===== src/rtl/io_fwd_queue.sv =====
// rtl/io_fwd_queue.sv - AHB IO slave that replays recorded reads, logs writes and drives IRQ/FIQ
module io_fwd_queue #(
  parameter int          RD_DEPTH = 16,
  parameter int          WR_DEPTH = 8,
  parameter int          NUM_IRQ  = 4,
  parameter int          TIMEOUT  = 64,
  parameter logic [31:0] BAD_DATA = 32'hDEADBEEF
) (
  input  logic                      HCLK,
  input  logic                      HRESETn,
  input  logic                      HSEL,
  input  logic                      HREQUEST,
  input  logic [31:0]               HADDR,
  input  logic                      HWRITE,
  input  logic [31:0]               HWDATA,
  output logic [31:0]               HRDATA,
  output logic                      HREADY,
  input  logic                      rd_push_valid,
  output logic                      rd_push_ready,
  input  logic [31:0]               rd_push_addr,
  input  logic [31:0]               rd_push_data,
  output logic                      wr_log_valid,
  input  logic                      wr_log_ready,
  output logic [31:0]               wr_log_addr,
  output logic [31:0]               wr_log_data,
  input  logic                      irq_set_valid,
  input  logic [NUM_IRQ-1:0]        irq_set_vec,
  input  logic                      fiq_set,
  output logic [NUM_IRQ-1:0]        irq,
  output logic                      fiq,
  output logic                      err_mismatch,
  output logic                      err_timeout,
  output logic [$clog2(RD_DEPTH):0] rd_count
);

  localparam int RAW = $clog2(RD_DEPTH);
  localparam int WAW = $clog2(WR_DEPTH);
  localparam int TW  = $clog2(TIMEOUT + 1);

  typedef enum logic [1:0] {IDLE, WDATA, RDATA, RWAIT} state_t;

  state_t        state;
  logic [31:0]   addr_d;
  logic [TW-1:0] wait_cnt;
  logic [31:0]   hrdata_q;

  logic [31:0]  rd_addr_mem [RD_DEPTH];
  logic [31:0]  rd_data_mem [RD_DEPTH];
  logic [RAW:0] rd_wp;
  logic [RAW:0] rd_rp;
  logic         rd_empty;
  logic         rd_full;
  logic         rd_push;
  logic         rd_pop;
  logic [31:0]  rd_head_addr;
  logic [31:0]  rd_head_data;

  logic [31:0]  wr_addr_mem [WR_DEPTH];
  logic [31:0]  wr_data_mem [WR_DEPTH];
  logic [WAW:0] wr_wp;
  logic [WAW:0] wr_rp;
  logic         wr_empty;
  logic         wr_full;
  logic         wr_push;
  logic         wr_pop;

  logic in_rd;
  logic rd_hit;
  logic rd_miss;
  logic rd_tmo;
  logic rd_done;
  logic wr_done;
  logic accept;

  // Extra pointer MSB separates full (MSBs differ) from empty (pointers equal).
  assign rd_empty     = (rd_wp == rd_rp);
  assign rd_full      = (rd_wp[RAW] != rd_rp[RAW]) && (rd_wp[RAW-1:0] == rd_rp[RAW-1:0]);
  assign rd_head_addr = rd_addr_mem[rd_rp[RAW-1:0]];
  assign rd_head_data = rd_data_mem[rd_rp[RAW-1:0]];
  assign rd_push      = rd_push_valid & ~rd_full;
  assign rd_push_ready = ~rd_full;
  assign rd_count     = rd_wp - rd_rp;

  assign wr_empty     = (wr_wp == wr_rp);
  assign wr_full      = (wr_wp[WAW] != wr_rp[WAW]) && (wr_wp[WAW-1:0] == wr_rp[WAW-1:0]);
  assign wr_log_valid = ~wr_empty;
  assign wr_log_addr  = wr_addr_mem[wr_rp[WAW-1:0]];
  assign wr_log_data  = wr_data_mem[wr_rp[WAW-1:0]];
  assign wr_pop       = wr_log_valid & wr_log_ready;

  assign in_rd   = (state == RDATA) || (state == RWAIT);
  assign rd_hit  = in_rd && !rd_empty && (rd_head_addr == addr_d);
  assign rd_miss = in_rd && !rd_empty && (rd_head_addr != addr_d);
  assign rd_tmo  = in_rd && rd_empty && (wait_cnt == TW'(TIMEOUT));
  assign rd_done = rd_hit | rd_miss | rd_tmo;
  assign rd_pop  = rd_hit;
  assign wr_done = (state == WDATA) && !wr_full;
  assign wr_push = wr_done;
  assign HREADY  = (state == IDLE) || rd_done || wr_done;
  assign accept  = HSEL & HREQUEST & HREADY;

  always_comb begin
    HRDATA = hrdata_q;
    if (rd_hit)
      HRDATA = rd_head_data;
    else if (rd_miss || rd_tmo)
      HRDATA = BAD_DATA;
  end

  always_ff @(posedge HCLK or negedge HRESETn) begin
    if (!HRESETn) begin
      state        <= IDLE;
      addr_d       <= '0;
      wait_cnt     <= '0;
      hrdata_q     <= '0;
      err_mismatch <= 1'b0;
      err_timeout  <= 1'b0;
    end else begin
      // A completing data phase may accept the next address in the same cycle.
      if (accept) begin
        state  <= HWRITE ? WDATA : RDATA;
        addr_d <= HADDR;
      end else if (HREADY) begin
        state <= IDLE;
      end else if (in_rd) begin
        state <= RWAIT;
      end

      if (rd_done) begin
        wait_cnt <= '0;
        hrdata_q <= HRDATA;
      end else if (in_rd) begin
        wait_cnt <= wait_cnt + TW'(1);
      end

      if (rd_miss)
        err_mismatch <= 1'b1;
      if (rd_tmo)
        err_timeout <= 1'b1;
    end
  end

  always_ff @(posedge HCLK or negedge HRESETn) begin
    if (!HRESETn) begin
      rd_wp <= '0;
      rd_rp <= '0;
      wr_wp <= '0;
      wr_rp <= '0;
    end else begin
      if (rd_push)
        rd_wp <= rd_wp + (RAW+1)'(1);
      if (rd_pop)
        rd_rp <= rd_rp + (RAW+1)'(1);
      if (wr_push)
        wr_wp <= wr_wp + (WAW+1)'(1);
      if (wr_pop)
        wr_rp <= wr_rp + (WAW+1)'(1);
    end
  end

  // Storage needs no reset: reset only clears the pointers.
  always_ff @(posedge HCLK) begin
    if (rd_push) begin
      rd_addr_mem[rd_wp[RAW-1:0]] <= rd_push_addr;
      rd_data_mem[rd_wp[RAW-1:0]] <= rd_push_data;
    end
    if (wr_push) begin
      wr_addr_mem[wr_wp[WAW-1:0]] <= addr_d;
      wr_data_mem[wr_wp[WAW-1:0]] <= HWDATA;
    end
  end

  always_ff @(posedge HCLK or negedge HRESETn) begin
    if (!HRESETn) begin
      irq <= '0;
      fiq <= 1'b0;
    end else if (irq_set_valid) begin
      irq <= irq_set_vec;
      fiq <= fiq_set;
    end
  end

endmodule


===== config.mk =====
export PLATFORM = sky130hd
export DESIGN_NAME = io_fwd_queue
export DESIGN_NICKNAME = d
export VERILOG_FILES = /design/src/rtl/io_fwd_queue.sv
export SDC_FILE = /design/constraint.sdc
export NUM_CORES = 2
export LEC_CHECK = 0
export CAP_MARGIN = 20
export CORE_ASPECT_RATIO = 1.2
export CORE_UTILIZATION = 59
export CTS_BUF_LIST = sky130_fd_sc_hd__clkbuf_4 sky130_fd_sc_hd__clkbuf_8
export DETAILED_ROUTE_END_ITERATION = 8
export DONT_BUFFER_PORTS = 1
export GPL_TIMING_DRIVEN = 0
export PLACE_DENSITY_LB_ADDON = 0.25
export SYNTH_ARGS = -nofsm -noshare
export SYNTH_HDL_FRONTEND = slang
export SYNTH_SLANG_ARGS = --single-unit

===== constraint.sdc =====
create_clock -name HCLK -period 7.6 [get_ports HCLK]
set_clock_uncertainty 0.05 [all_clocks]
set_input_delay 1.52 -clock HCLK [delete_from_list [all_inputs] [get_ports HCLK]]
set_output_delay 1.52 -clock HCLK [all_outputs]
set_load 0.01 [all_outputs]

* Word-level counts from Yosys, hierarchy flattened *
Memory sizes are Yosys's and may differ from the RTL's.
Index checks and enable logic that the tools add are counted.

storage, ports and cells
  register bits = 98
  RAM bits = 1536
  output and inout port bits = 111
  memories kept = 4

cells by class
  add/sub/neg operators = 6
  equal/unequal tests = 12
  mux-type cells = 12
  bitwise logic cells = 8
  reductions and logical operators = 17

memories
  name         words  width  rd ports  clocked after memory_dff  wr ports  line  source
  rd_addr_mem  16     32     1         0                         1         47    logic [31:0] rd_addr_mem [RD_DEPTH];
  rd_data_mem  16     32     1         0                         1         48    logic [31:0] rd_data_mem [RD_DEPTH];
  wr_addr_mem  8      32     1         0                         1         58    logic [31:0] wr_addr_mem [WR_DEPTH];
  wr_data_mem  8      32     1         0                         1         59    logic [31:0] wr_data_mem [WR_DEPTH];

operators by type and width
  cell                 number
  $mux 32              2
  $eq 32x32->1         1
  $ne 32x32->1         1
  $mux 7               2
  $add 5x1->5 const B  2
  $add 4x1->4 const B  2
  $eq 4x4->1           2
  $logic_and 1x1->1    8
  $mux 2               4
  $add 7x1->7 const B  1
  $eq 7x7->1 const B   1
  $eq 5x5->1           1
  $sub 5x5->5          1
  $and 1x1->1          4
  $eq 2x2->1 const B   2
  $logic_or 1x1->1     4
  $mux 1               4
  $eq 3x3->1           1
  $reduce_bool 3->1    1
  $eq 2x1->1 const B   1
  $logic_not 1->1      2
  $logic_not 2->1      1
  $ne 1x1->1           2
  $not 1->1            2
  other kinds (2)      3

* Depth between registers and ports, before layout *
  depth after elaboration = 10
  mapped depth = 16

* Least setup slack after synthesis *
Ideal clock, no wire load.

  path kind = reg-to-reg
  start point = register rd_rp[2]
  end point = memory rd_addr_mem[3][0] (enable)
  data arrival time = 7.105 ns
  setup slack = -0.119 ns
  stages on the path, launching flop included = 12
  buffers on the path = 4
  cells stage by stage = dfrtp_1 -> buf_2 -> clkinv_1 -> buf_1 -> buf_1 -> ha_1 -> nand4_1 -> nand2b_1 -> and2_1 -> clkbuf_1 -> nand2_1 -> nor3_1

between the ends
  word-level cells in the longest chain between the ends = 6

ends and longest elaborated chain
  item                          line  source
  from (decl)                   50    logic [RAW:0] rd_rp;
  from (signal assigned)        153   rd_rp <= rd_rp + (RAW+1)'(1);
  $eq 4x4->1                    77    assign rd_full = (rd_wp[RAW] != rd_rp[RAW]) && (rd_wp[RAW-1:0] == rd_rp[RAW-1:0]);
  $logic_and 1x1->1             77
  $not 1->1                     --
  named net rd_push_ready       19    output logic rd_push_ready,
  $and 1x1->1                   80    assign rd_push = rd_push_valid & ~rd_full;
  $mux 1                        163   if (rd_push) begin
  $mux 1 (implied by the code)  164   rd_addr_mem[rd_wp[RAW-1:0]] <= rd_push_addr;
  to (decl)                     47

The timed path passes the listed nets, and every way through them passes these cells.

* Worst setup path after layout *
  start point = register rd_rp[1]
  end point = output port HRDATA[7]

between the ends
  word-level cells in the longest chain between the ends = 7
  elaborated cells on any way between the ends = 14
  classes of those cells = eq/ne (3); mux (2); reduce/logical (7); memory (2)

ends and longest elaborated chain
  item                                                                   line  source
  parallel branches: the longest is 6 deep, another holds $mem_v2 16x32  --
  $mux 32 (*)                                                            104   if (rd_hit)
  to (decl)                                                              16    output logic [31:0] HRDATA,

Every way passes the cells marked *.

==> flow_summary.yaml <==
clocking:
  ctsHtreeMaxLevel: 4
  root_buffer: "clkbuf_8"
  cts.hold.buffers_added: 0
  clk_latency_ns: 0.91
  clkSinkCount: 1634
  clk_pin_slew_ns: 0.06
  numCtsBuffers: 232
  clockBufferDepth: 3
  cts_tree: "built"
route:
  drt-total-wl_um: 148000
  drcViolationCount: 0
  drt_pass1_iterations: 6
  ant_nets: 0
  viasPerCell: 6.36
  drt-wirelength-per-cell_um: 31.5
  drt_iter0_drc: 3305
  vias: 30000
final_layout:
  drive_gt1_frac: 0.311
  area_growth_pct: 13.7
  stdcell_count: 4715
  final_nets: 3281
job:
  maxCapViolCount: 0
timing:
  fin_tns_setup_ns: 0
  rsz0062_at_grt: "false"
  tightestPinTransition_ns: 1.12
  setup_viol: 0
  min_period_ns: 7.27
  slew_headroom: 0.256
  whs_ns: 0.276
  maxSlewViolCount: 0
  timing.final.hold_violations: 0
  fin_crit_sh: 0.956
  fmax_mhz: 138
grt:
  grt_max_degree: 99
  grt-ovfl-total: 0
  grt_first_pass_wirelength_um: 214000
  grtUsageTotal: 0.280
  grt_pass1_vias: 31700
  antenna_found_initial: 9
floorplan:
  die_y_um: 359
  rows: 130
  die_w_um: 300
  die-area_mm2: 0.108
  io_pins: 252
  start_util: 0.598
  core_mm2: 0.105
place:
  hpwlAfterDp_um: 96700
  port_buffers: 0
  placed_cells: 4273
  gp_congestion: 0.819
synth:
  synth_nets: 2951
  synth_edf_count: 1536
  yosysWarnings: 0
  synthCells: 2796
  syn-cell-area_mm2: 0.0628
  async_flop_share: 0.0600
  synth.distinct_cells: 48
  yosysSeqAreaShare: 0.774
  syn_avg_cell_area_um2: 22.5
  synth.ff_latch_count: 1634
  synth_ff_type: "edfxtp_1"
setup_path:
  crit_path_end_kind: "output port"
  crit_fanout: 10
  regToRegSetupSlack_ns: 1.77
  required_ns: 6.03
  arrival_ns: 5.70
  crit_type: "register to output port"
  setup.worst_path.start_class: "register"
status:
  status: "completed"
power:
  power_density_mw_per_mm2: 318
  leakage_uw: 0.0226
  ir_drop_mv: 0.262
worst_hold_path:
  hold_path.class: "input pin to async pin"
==> placed cells by master (no fill, tap or decap), types with 49 or more instances in the layout <==
cell	Yosys	routed
mux2_2	109	109
clkbuf_1	71	70
clkbuf_8	0	249
edfxtp_1	1536	1536
mux4_2	367	367
o22a_1	49	49
clkbuf_4	0	76
dfrtp_1	98	98
nand2_1	55	55
mux2i_1	131	130
==> power breakdown <==
group	internal [uW]	switching (uW)	leakage, uW
logic	1680	2370	0.00510
registers	11100	584	0.0150
clock network	3710	3260	0.00254
==> registers in the layout (all words and copies together) (netlist names) <==
| name | count |
|---|---|
| hrdata_q | 32 |
| wait_cnt | 7 |
| addr_d | 32 |
| wr_rp | 4 |
| fiq | 1 |
| state | 2 |
| rd_addr_mem | 512 |
| wr_data_mem | 256 |
| rd_wp | 5 |
| irq | 4 |
| rd_data_mem | 512 |
| rd_rp | 5 |
| wr_addr_mem | 256 |
| err_mismatch | 1 |
| err_timeout | 1 |
| wr_wp | 4 |
==> Yosys cell counts, types with 11 or more instances <==
cell	count	area [um2]
a22o_1	12	105
buf_1	27	101
a21oi_1	11	55.1
edfxtp_1	1536	46100
o22a_1	49	429
mux2i_1	131	1310
nand4_1	11	68.8
ha_1	13	163
buf_4	13	97.6
mux4_2	367	8270
nand2_1	55	206
xnor2_1	26	228
nor2_1	35	131
xor2_1	42	368
mux2_2	109	1230
dfrtp_1	98	2450
o21ai_0	27	135
a22oi_1	21	158
buf_2	24	120
inv_1	18	67.6
clkbuf_1	71	267
==> path summary, 6_finish.rpt <==
kind | cells after the start | startpoint | end
setup / recovery | 12 | rd_rp[1] | HRDATA[7]
hold / removal | 0 | HRESETn | addr_d[11]
setup reg to reg | 14 | rd_rp[1] | rd_data_mem[3][9]
hold reg to reg | 1 | rd_wp[4] | rd_wp[4]
max in group asynchronous | 0 | HRESETn | hrdata_q[14]
min in group HCLK | 1 | rd_wp[4] | rd_wp[4]
==> what timing repair did <==
action / in CTS / in global routing
resized for setup: 0 / 5
endpoints found under the hold margin: 0 / 0
endpoints found under the setup margin: 0 / 26
buffers inserted: 0 / 0
==> metrics by stage <==
step / utilization / total power, uW / cell area (um2) / worst slack, ns
detailed placement: 0.633 / 15900 / 66500 / 1.11
global route: 0.679 / 23500 / 71400 / 0.161
finish: 0.679 / 22700 / 71400 / 0.331
floorplan: - / 14200 / 62800 / 1.15
CTS: 0.679 / 22800 / 71300 / 0.0334
global placement: 0.614 / 15600 / 64500 / -4.59
==> area by class of cell <==
class / instances / area (um2)
repair buffers: 96 / 1870
clock inverters: 109 / 785
inverters: 21 / 78.8
clock buffers: 325 / 4000
well taps: 1386 / 1730
diodes: 3 / 7.51
flip-flops and latches: 1634 / 48600
plain buffers: 140 / 643
multi-input cells: 1001 / 13700
fillers: 6513 / 33700
==> cells by family after synthesis <==
group,synth area share
multiplexers,0.172
XOR/XNOR,0.00948
AND/OR/NAND/NOR,0.0121
buffers and inverters,0.0115
adder cells (fa/ha/maj),0.00291
AO/OA/AOI/OAI,0.0184
flip-flops,0.774
==> per-layer routing <==
layer / global-route usage / vias to the layer above / share of wire
li1: - / 12400 / -
met1: 0.348 / 15800 / 0.36
met2: 0.470 / 1429 / 0.52
met3: 0.0766 / 299 / 0.092
met4: 0.107 / 8 / 0.032
met5: 0 / - / 0.00034
==> critical path, cell delays in order, from the launching register on <==
cell	delay, ns
dfrtp_1	0.47
buf_2	0.37
buf_1	0.51
buf_2	0.52
mux2i_1	0.73
xor2_1	0.13
nor4_1	0.43
o211ai_1	0.29
nor2_1	0.20
nand3_1	0.33
buf_4	0.34
buf_6	0.16
o22a_1	0.28
Note: power is estimated with default switching activity, not from simulation.
